File: src/rtl/sonata_clk_rst_gen.sv
// System clock and reset generator: even-ratio clock divider, emulated PLL lock
// and an active-low system reset released on a falling edge of the divided clock.
module sonata_clk_rst_gen #(
  parameter int ClkDiv        = 2,
  parameter int LockCycles    = 64,
  parameter int RstHoldCycles = 16
) (
  input  logic clk_i,
  input  logic rst_i,
  output logic clk_buf_o,
  output logic clk_sys_o,
  output logic clk_sys_en_o,
  output logic locked_o,
  output logic rst_sys_n_o
);

  localparam int DivW  = $clog2(ClkDiv);
  localparam int LockW = (LockCycles > 1) ? $clog2(LockCycles) : 1;
  localparam int HoldW = (RstHoldCycles > 1) ? $clog2(RstHoldCycles) : 1;

  localparam logic [DivW-1:0]  DivLast  = DivW'(ClkDiv - 1);
  localparam logic [DivW-1:0]  DivHalf  = DivW'(ClkDiv / 2);
  localparam logic [LockW-1:0] LockLast = LockW'(LockCycles - 1);
  localparam logic [HoldW-1:0] HoldLast = HoldW'(RstHoldCycles - 1);

  logic [DivW-1:0]  div_cnt;
  logic [DivW-1:0]  div_cnt_next;
  logic [LockW-1:0] lock_cnt;
  logic [HoldW-1:0] hold_cnt;
  logic             fall_evt;

  assign clk_buf_o = clk_i;

  always_comb begin
    div_cnt_next = (div_cnt == DivLast) ? '0 : div_cnt + 1'b1;
    fall_evt     = (div_cnt_next == DivHalf);
  end

  // Divider: clk_sys_o mirrors (div_cnt < ClkDiv/2) one register stage ahead
  always_ff @(posedge clk_i) begin
    if (rst_i) begin
      div_cnt      <= DivLast;
      clk_sys_o    <= 1'b0;
      clk_sys_en_o <= 1'b0;
    end else begin
      div_cnt      <= div_cnt_next;
      clk_sys_o    <= (div_cnt_next < DivHalf);
      clk_sys_en_o <= (div_cnt_next == DivLast);
    end
  end

  // Lock emulation: counter parks at its last value once locked
  always_ff @(posedge clk_i) begin
    if (rst_i) begin
      lock_cnt <= '0;
      locked_o <= 1'b0;
    end else if (!locked_o) begin
      if (lock_cnt == LockLast) begin
        locked_o <= 1'b1;
      end else begin
        lock_cnt <= lock_cnt + 1'b1;
      end
    end
  end

  // Reset release: gated on the registered lock, so the locking edge never counts
  always_ff @(posedge clk_i) begin
    if (rst_i) begin
      hold_cnt    <= '0;
      rst_sys_n_o <= 1'b0;
    end else if (locked_o && !rst_sys_n_o && fall_evt) begin
      if (hold_cnt == HoldLast) begin
        rst_sys_n_o <= 1'b1;
      end else begin
        hold_cnt <= hold_cnt + 1'b1;
      end
    end
  end

endmodule

File: config.mk
export PLATFORM = sky130hd
export DESIGN_NAME = sonata_clk_rst_gen
export DESIGN_NICKNAME = d
export VERILOG_FILES = /design/src/rtl/sonata_clk_rst_gen.sv
export SDC_FILE = /design/constraint.sdc
export NUM_CORES = 1
export LEC_CHECK = 0
export BUFFER_PORTS_ARGS = -buffer_cell sky130_fd_sc_hd__buf_2
export CORE_MARGIN = 4
export CORE_UTILIZATION = 40
export DETAILED_ROUTE_END_ITERATION = 12
export PLACE_DENSITY = 0.55
export SYNTH_ARGS = -nofsm -noshare
export SYNTH_HDL_FRONTEND = slang
export SYNTH_SLANG_ARGS = --single-unit
File: constraint.sdc
create_clock -name clk_i -period 2.1 [get_ports clk_i]
set_clock_uncertainty 0.15 [all_clocks]
set_input_delay 0.315 -clock clk_i [delete_from_list [all_inputs] [get_ports clk_i]]
set_output_delay 0.315 -clock clk_i [all_outputs]
set_load 0.01 [all_outputs]
After elaboration in Yosys (flattened, before gate mapping). Cells that the tools add are included. W data, S select, Z words.

Latch bits: 0. Register bits: 15. RAM bits: 0. Memories: 0. Output and inout bits: 5. ROM bits: 0. Bits of input ports: 2.

$lt $le $gt $ge: 1. Add/sub/neg operators: 3. Multiplexer cells: 3. Bitwise gates (word level): 3. Multipliers: 0. Div/mod/pow operators: 0. Eq/ne operators: 2. Reductions and logical operators: 6. Shift operators: 0.

Operators with widths (number): $add A6 B1 Y6 const B (1); $eq A6 B6 Y1 const B (1); $reduce_and A2 Y1 (3); $add A4 B1 Y4 const B (1); $eq A4 B4 Y1 const B (1); $mux W1 (3); $not A1 Y1 (3); $logic_and A1 B1 Y1 (2); $add A1 B1 Y1 const B (1); $logic_not A1 Y1 (1); $lt A1 B1 Y1 const B (1).

Longest topological paths before layout. Gate-level depths: netlist of run 1.

Depth after elaboration: 4. Mapped depth: 4. Mapped depth without buffers: 4.

==> impl_metrics.env, run 1 <==
export IMPL_status="complete, no violations"
export IMPL_slowest_stage="buf_2"
export IMPL_initial_core_util_pct=44.51
export IMPL_place_hpwl_um=903.2
export IMPL_cpPeakStageDelay_ns=0.13
export IMPL_setup_viol_count_final=0
export IMPL_n_fill_cell=157
export IMPL_gp_congestion=0.7380
export IMPL_rsz0062_at_grt="false"
export IMPL_fp_dieH_um=50.12
export IMPL_crit_end="clk_buf_o"
export IMPL_place_inst=100
export IMPL_grt_pass1_vias=512
export IMPL_antenna_found_initial=0
export IMPL_maxCapViolCount=0
export IMPL_crit_top_cell="clkbuf_4"
export IMPL_layout_setup_ws_ns=0.2293
export IMPL_post_place_ws_ns=0.3964
export IMPL_startpoint="clk_i"
export IMPL_finalHoldViolCount=0
export IMPL_viasPerCell=5.421
export IMPL_critPathArrivalTime_ns=1.41
export IMPL_start_kind="clock port"
export IMPL_r2r_slack_ns=0.35
export IMPL_cts_tree="done"
export IMPL_fp_coreArea_um2=1594
export IMPL_io_pins=7
export IMPL_drive_gt1_share_pct=20.48
export IMPL_worstPathMaxFanout=2
export IMPL_seq_area_frac_synth_pct=42.33
export IMPL_synth_nets=78
export IMPL_die_area_um2=2512
export IMPL_yosysWarnings=0
export IMPL_power_total_mw=0.7070
export IMPL_totalNegativeSetupSlack_ns=0
export IMPL_fin_area_um2=800.8
export IMPL_clk_latency_ns=0.40
export IMPL_hold_buffers=0
export IMPL_drt_wirelength_per_cell_um=12.79
export IMPL_die_w_um=50.12
export IMPL_remaining_drc_errors=0
export IMPL_crit_path_cell_trace="clkbuf_4 -> clkbuf_4 -> buf_2"
export IMPL_worst_hold_slack_ns=0.08650
export IMPL_grt_pass1_wl_um=2352
export IMPL_firstDrtPassIters=4
export IMPL_drt_initial_drc_count=5
export IMPL_reg2reg_depth=3
export IMPL_vias=580
export IMPL_portBuffers=6
export IMPL_antennaDiodeCount=0
export IMPL_grt_usage_pct=13.23
export IMPL_grt_remaining_overflow=0
export IMPL_hp_class="input port to flip-flop"
export IMPL_clkTransAtPathRegs_ns=0.10
export IMPL_slew_viol_final=0
export IMPL_final_cells=107
export IMPL_postSynthAreaPerCell_um2=9.587
export IMPL_nets=88
export IMPL_placed_cell_area_um2=748.2
export IMPL_r2r_start="locked_o"
export IMPL_synth_cells=74
export IMPL_area_growth_pct=12.87
export IMPL_detail_route_antenna_nets=0
export IMPL_core_rowCount=14
export IMPL_cellLeakagePower_nw=0.3159
export IMPL_reg2reg_to="hold_cnt[0]"
export IMPL_grt_max_degree=16
export IMPL_power_density_nw_per_um2=882.8
export IMPL_relSlewSlack_pct=74.28
export IMPL_worstMarginPinSlew_ns=0.3761
export IMPL_critPathKind="clock port to output pin"
export IMPL_peakVddDrop_uv=494.7
export IMPL_netlist_area_um2=709.4
export IMPL_endpoint_kind="output pin"
export IMPL_synth_seq_cells=15
export IMPL_wl_um=1368
export IMPL_utilization_pct=50.24
export IMPL_yosysUniqueCellTypes=36
export IMPL_postCtsSetupBuffers=0
export IMPL_post_cts_resized=0
export IMPL_crit_required_ns=1.63
[worst min-delay path by stage]
stage                     start           end  slack (ns)  cells past startpoint
after floorplan           clk_i     clk_buf_o        0.26                      1
after global placement    clk_i     clk_buf_o        0.27                      1
after detailed placement  clk_i     clk_buf_o        0.27                      1
after CTS                 rst_i  clk_sys_en_o        0.09                      2
after global routing      rst_i  clk_sys_en_o        0.10                      2
final                     rst_i  clk_sys_en_o        0.09                      2
[cell type report]
cell class              instances  area, um2  share of cell area (%)
well taps                      24      30.03                   3.750
multi-input cells              51      372.9                   46.56
clock buffers                   7      50.05                   6.250
clock inverters                 1      7.507                  0.9375
flip-flops and latches         15      300.3                   37.50
inverters                       4      15.01                   1.875
repair buffers                  5      25.02                   3.125
[flip-flops by register name, indices dropped and copies added, names as in the netlist]
register and count:
clk_sys_en_o 1, clk_sys_o 1, div_cnt 1, hold_cnt 4, lock_cnt 6, locked_o 1
rst_sys_n_o 1
[cell usage after synthesis, drive strengths merged]
cell | n | area share, %
nand2 | 4 | 2.1
nand4 | 2 | 1.8
buf | 3 | 2.5
nor3b | 1 | 1.1
and3 | 1 | 0.88
nor2b | 3 | 2.6
nand3b | 1 | 1.1
o31a | 1 | 1.2
nand4b | 2 | 3.4
and4b | 1 | 1.4
nand3 | 3 | 2.1
inv | 4 | 2.1
dfxtp | 15 | 42
clkbuf | 1 | 0.53
nand2b | 1 | 0.88
o211a | 1 | 1.4
o21ai | 1 | 0.70
or4 | 1 | 1.1
o311ai | 1 | 1.2
a31oi | 3 | 4.8
and2 | 1 | 1.1
a2111oi | 1 | 1.2
nor4b | 1 | 1.2
nor2 | 5 | 2.6
or4b | 1 | 1.4
a21oi | 2 | 1.4
mux2 | 1 | 1.6
a211oi | 3 | 3.2
nor3 | 3 | 2.1
ha | 2 | 3.5
mux2i | 1 | 1.4
a41oi | 2 | 2.5
or3b | 1 | 1.6
[where the power goes]
group / internal [mW] / leakage [nW] / total (mW) / switching [mW]
combinational: 0.0372 / 0.162 / 0.0813 / 0.0441
clock: 0.149 / 0.0317 / 0.284 / 0.136
sequential: 0.310 / 0.123 / 0.342 / 0.0313
total: 0.496 / 0.316 / 0.707 / 0.211
[per-layer routing]
layer / share of wire, % / global-route usage, % / vias to the layer above
li1: - / - / 299
met1: 54 / 17.36 / 265
met2: 39 / 15.22 / 10
met3: 5.1 / 6.325 / 6
met4: 2.1 / 11.98 / 0
met5: 0 / 0 / -
[critical path: cells and delay by family]
family	cells	cell delay, ns
buf+inv	3	0.36
[cells in the final DEF (no fill, tap or decap), types with 2 or more instances in the layout]
cell / n
dfxtp_1: 15
clkbuf_4: 6
buf_2: 6
nor2_1: 5
inv_1: 4
nand2_1: 4
nor2b_1: 3
nand3_1: 3
nor3_1: 3
a211oi_1: 3
a21oi_1: 2
a41oi_1: 2
a31oi_1: 2
nand4_1: 2
ha_1: 2
[cells by family after synthesis]
logic type / count (synthesis) / share of synthesized area (%)
flip-flops: 15 / 42.33
buffers and inverters: 8 / 5.114
AO/OA/AOI/OAI: 15 / 17.64
adder cells (fa/ha/maj): 2 / 3.527
multiplexers: 2 / 2.998
AND/OR/NAND/NOR: 32 / 28.40
Power figures use the tool's default switching activity.
==> inputs of run 2 (changes only) <==
--- a/config.mk
+++ b/config.mk
@@ -6,7 +6,6 @@
 export NUM_CORES = 1
 export LEC_CHECK = 0
 export BUFFER_PORTS_ARGS = -buffer_cell sky130_fd_sc_hd__buf_2
-export CORE_MARGIN = 4
 export CORE_UTILIZATION = 40
 export DETAILED_ROUTE_END_ITERATION = 12
 export PLACE_DENSITY = 0.55
==> run 2 against run 1 <==
Against the previous run: final cell count shrank 6.5%; sequential power about the same; setup slack better by 0.0037 ns; clock power shrank 6%; global-route usage rose by 2.4 points; via count down 3.4%; register-to-register slack improved by 0.15 ns; critical path type unchanged; critical endpoint unchanged; largest cell class unchanged; largest power group unchanged; highest routed layer unchanged.
==> impl_metrics.env, run 2 (synthesis gave the netlist of run 1 again) <==
export IMPL_die_area_um2=1946
export IMPL_remaining_drc_errors=0
export IMPL_core_rowCount=14
export IMPL_gp_congestion=0.7426
export IMPL_die_w_um=44.12
export IMPL_drt_wirelength_per_cell_um=12.79
export IMPL_largest_register_ffs=6
export IMPL_peakVddDrop_uv=591.2
export IMPL_grt_pass1_wl_um=2145
export IMPL_internal_power_mw=0.4935
export IMPL_fp_coreArea_um2=1577
export IMPL_wl_um=1279
export IMPL_seqPwrFrac_pct=49.6
export IMPL_p_switching_mw=0.1942
export IMPL_totalNegativeSetupSlack_ns=0
export IMPL_io_pins=7
export IMPL_clk_latency_ns=0.38
export IMPL_vias=560
export IMPL_maxCapViolCount=0
export IMPL_grt_max_degree=16
export IMPL_postCtsSetupBuffers=0
export IMPL_mostFrequentLayoutCells="dfxtp_1 (15), clkbuf_4 (6), buf_2 (6)"
export IMPL_initial_core_util_pct=45.00
export IMPL_setup_viol_count_final=0
export IMPL_top_register="lock_cnt"
export IMPL_antenna_found_initial=0
export IMPL_largestRegisters="lock_cnt x6, hold_cnt x4"
export IMPL_combPwrFrac_pct=11.5
export IMPL_start_kind="clock port"
export IMPL_worstPathMaxFanout=2
export IMPL_reg2reg_depth=4
export IMPL_utilization_pct=50.48
export IMPL_crit_required_ns=1.63
export IMPL_grt_pass1_vias=515
export IMPL_area_growth_pct=12.17
export IMPL_mostFrequentLayoutCell="dfxtp_1"
export IMPL_power_density_nw_per_um2=864.2
export IMPL_firstDrtPassIters=5
export IMPL_hold_buffers=0
export IMPL_grt_usage_pct=15.58
export IMPL_antennaDiodeCount=0
export IMPL_cellLeakagePower_nw=0.3251
export IMPL_detail_route_antenna_nets=0
export IMPL_relSlewSlack_pct=75.51
export IMPL_endpoint_kind="output pin"
export IMPL_hold_path_depth=2
export IMPL_slew_viol_final=0
export IMPL_critPathKind="clock port to output pin"
export IMPL_viasPerCell=5.600
export IMPL_fp_dieH_um=44.12
export IMPL_nets=89
export IMPL_drive_gt1_share_pct=21.43
export IMPL_cts_tree="done"
export IMPL_clkTransAtPathRegs_ns=0.09
export IMPL_drt_initial_drc_count=9
export IMPL_hp_class="input port to flip-flop"
export IMPL_swShare_pct=28.24
export IMPL_status="complete, no violations"
export IMPL_portBuffers=6
export IMPL_power_total_mw=0.6877
export IMPL_place_hpwl_um=882.3
export IMPL_post_cts_resized=0
export IMPL_finalHoldViolCount=0
export IMPL_rsz0062_at_grt="false"
export IMPL_clockPowerShare_pct=38.9
export IMPL_post_place_ws_ns=0.4702
export IMPL_worst_hold_slack_ns=0.1188
export IMPL_grt_remaining_overflow=0
export IMPL_worstMarginPinSlew_ns=0.3582
export IMPL_critPathArrivalTime_ns=1.40
export IMPL_layout_setup_ws_ns=0.2330
-- run 2: layer usage --
metal | track usage, % | share of wire (%)
met3 | 6.122 | 2.3
met4 | 10.30 | 0.78
met1 | 19.44 | 54
met2 | 22.06 | 43
met5 | 0 | 0
-- run 2: final cells by class --
| type | instances | area, um2 |
|---|---|---|
| Clock buffer | 7 | 50.05 |
| Fill cell | 146 | 780.7 |
| Timing Repair Buffer | 6 | 32.53 |
| Sequential cell | 15 | 300.3 |
| Tap cell | 16 | 20.02 |
| Clock inverter | 1 | 5.005 |
| Inverter | 4 | 15.01 |
| Multi-Input combinational cell | 51 | 372.9 |
-- run 2: power groups by stage --
stage                     clock (mW)  combinational, mW  sequential, mW
after floorplan               0.0392             0.0624           0.342
after global placement        0.0288             0.0790           0.349
after detailed placement      0.0288             0.0800           0.348
after CTS                      0.283             0.0799           0.341
after global routing           0.295             0.0927           0.348
final                          0.268             0.0789           0.341
-- run 2: path summary, 6_finish.rpt --
path | startpoint | endpoint | slack (ns)
worst max-delay path | clk_i | clk_buf_o | 0.23
worst min-delay path | rst_i | clk_sys_en_o | 0.12
worst max register to register | locked_o | lock_cnt[5] | 0.50
worst min register to register | div_cnt | div_cnt | 0.32
-- run 2: critical path, cell delays in order --
cell	delay [ns]
clkbuf_4	0.11
clkbuf_4	0.12
buf_2	0.13
-- run 2: through the flow --
step | std cells | instance area (um2)
3_5_place_dp | 93 | 745.7
6_report | 100 | 795.8
4_1_cts | 100 | 795.8
3_3_place_gp | 93 | 745.7
2_1_floorplan | 74 | 709.4
5_1_grt | 100 | 795.8
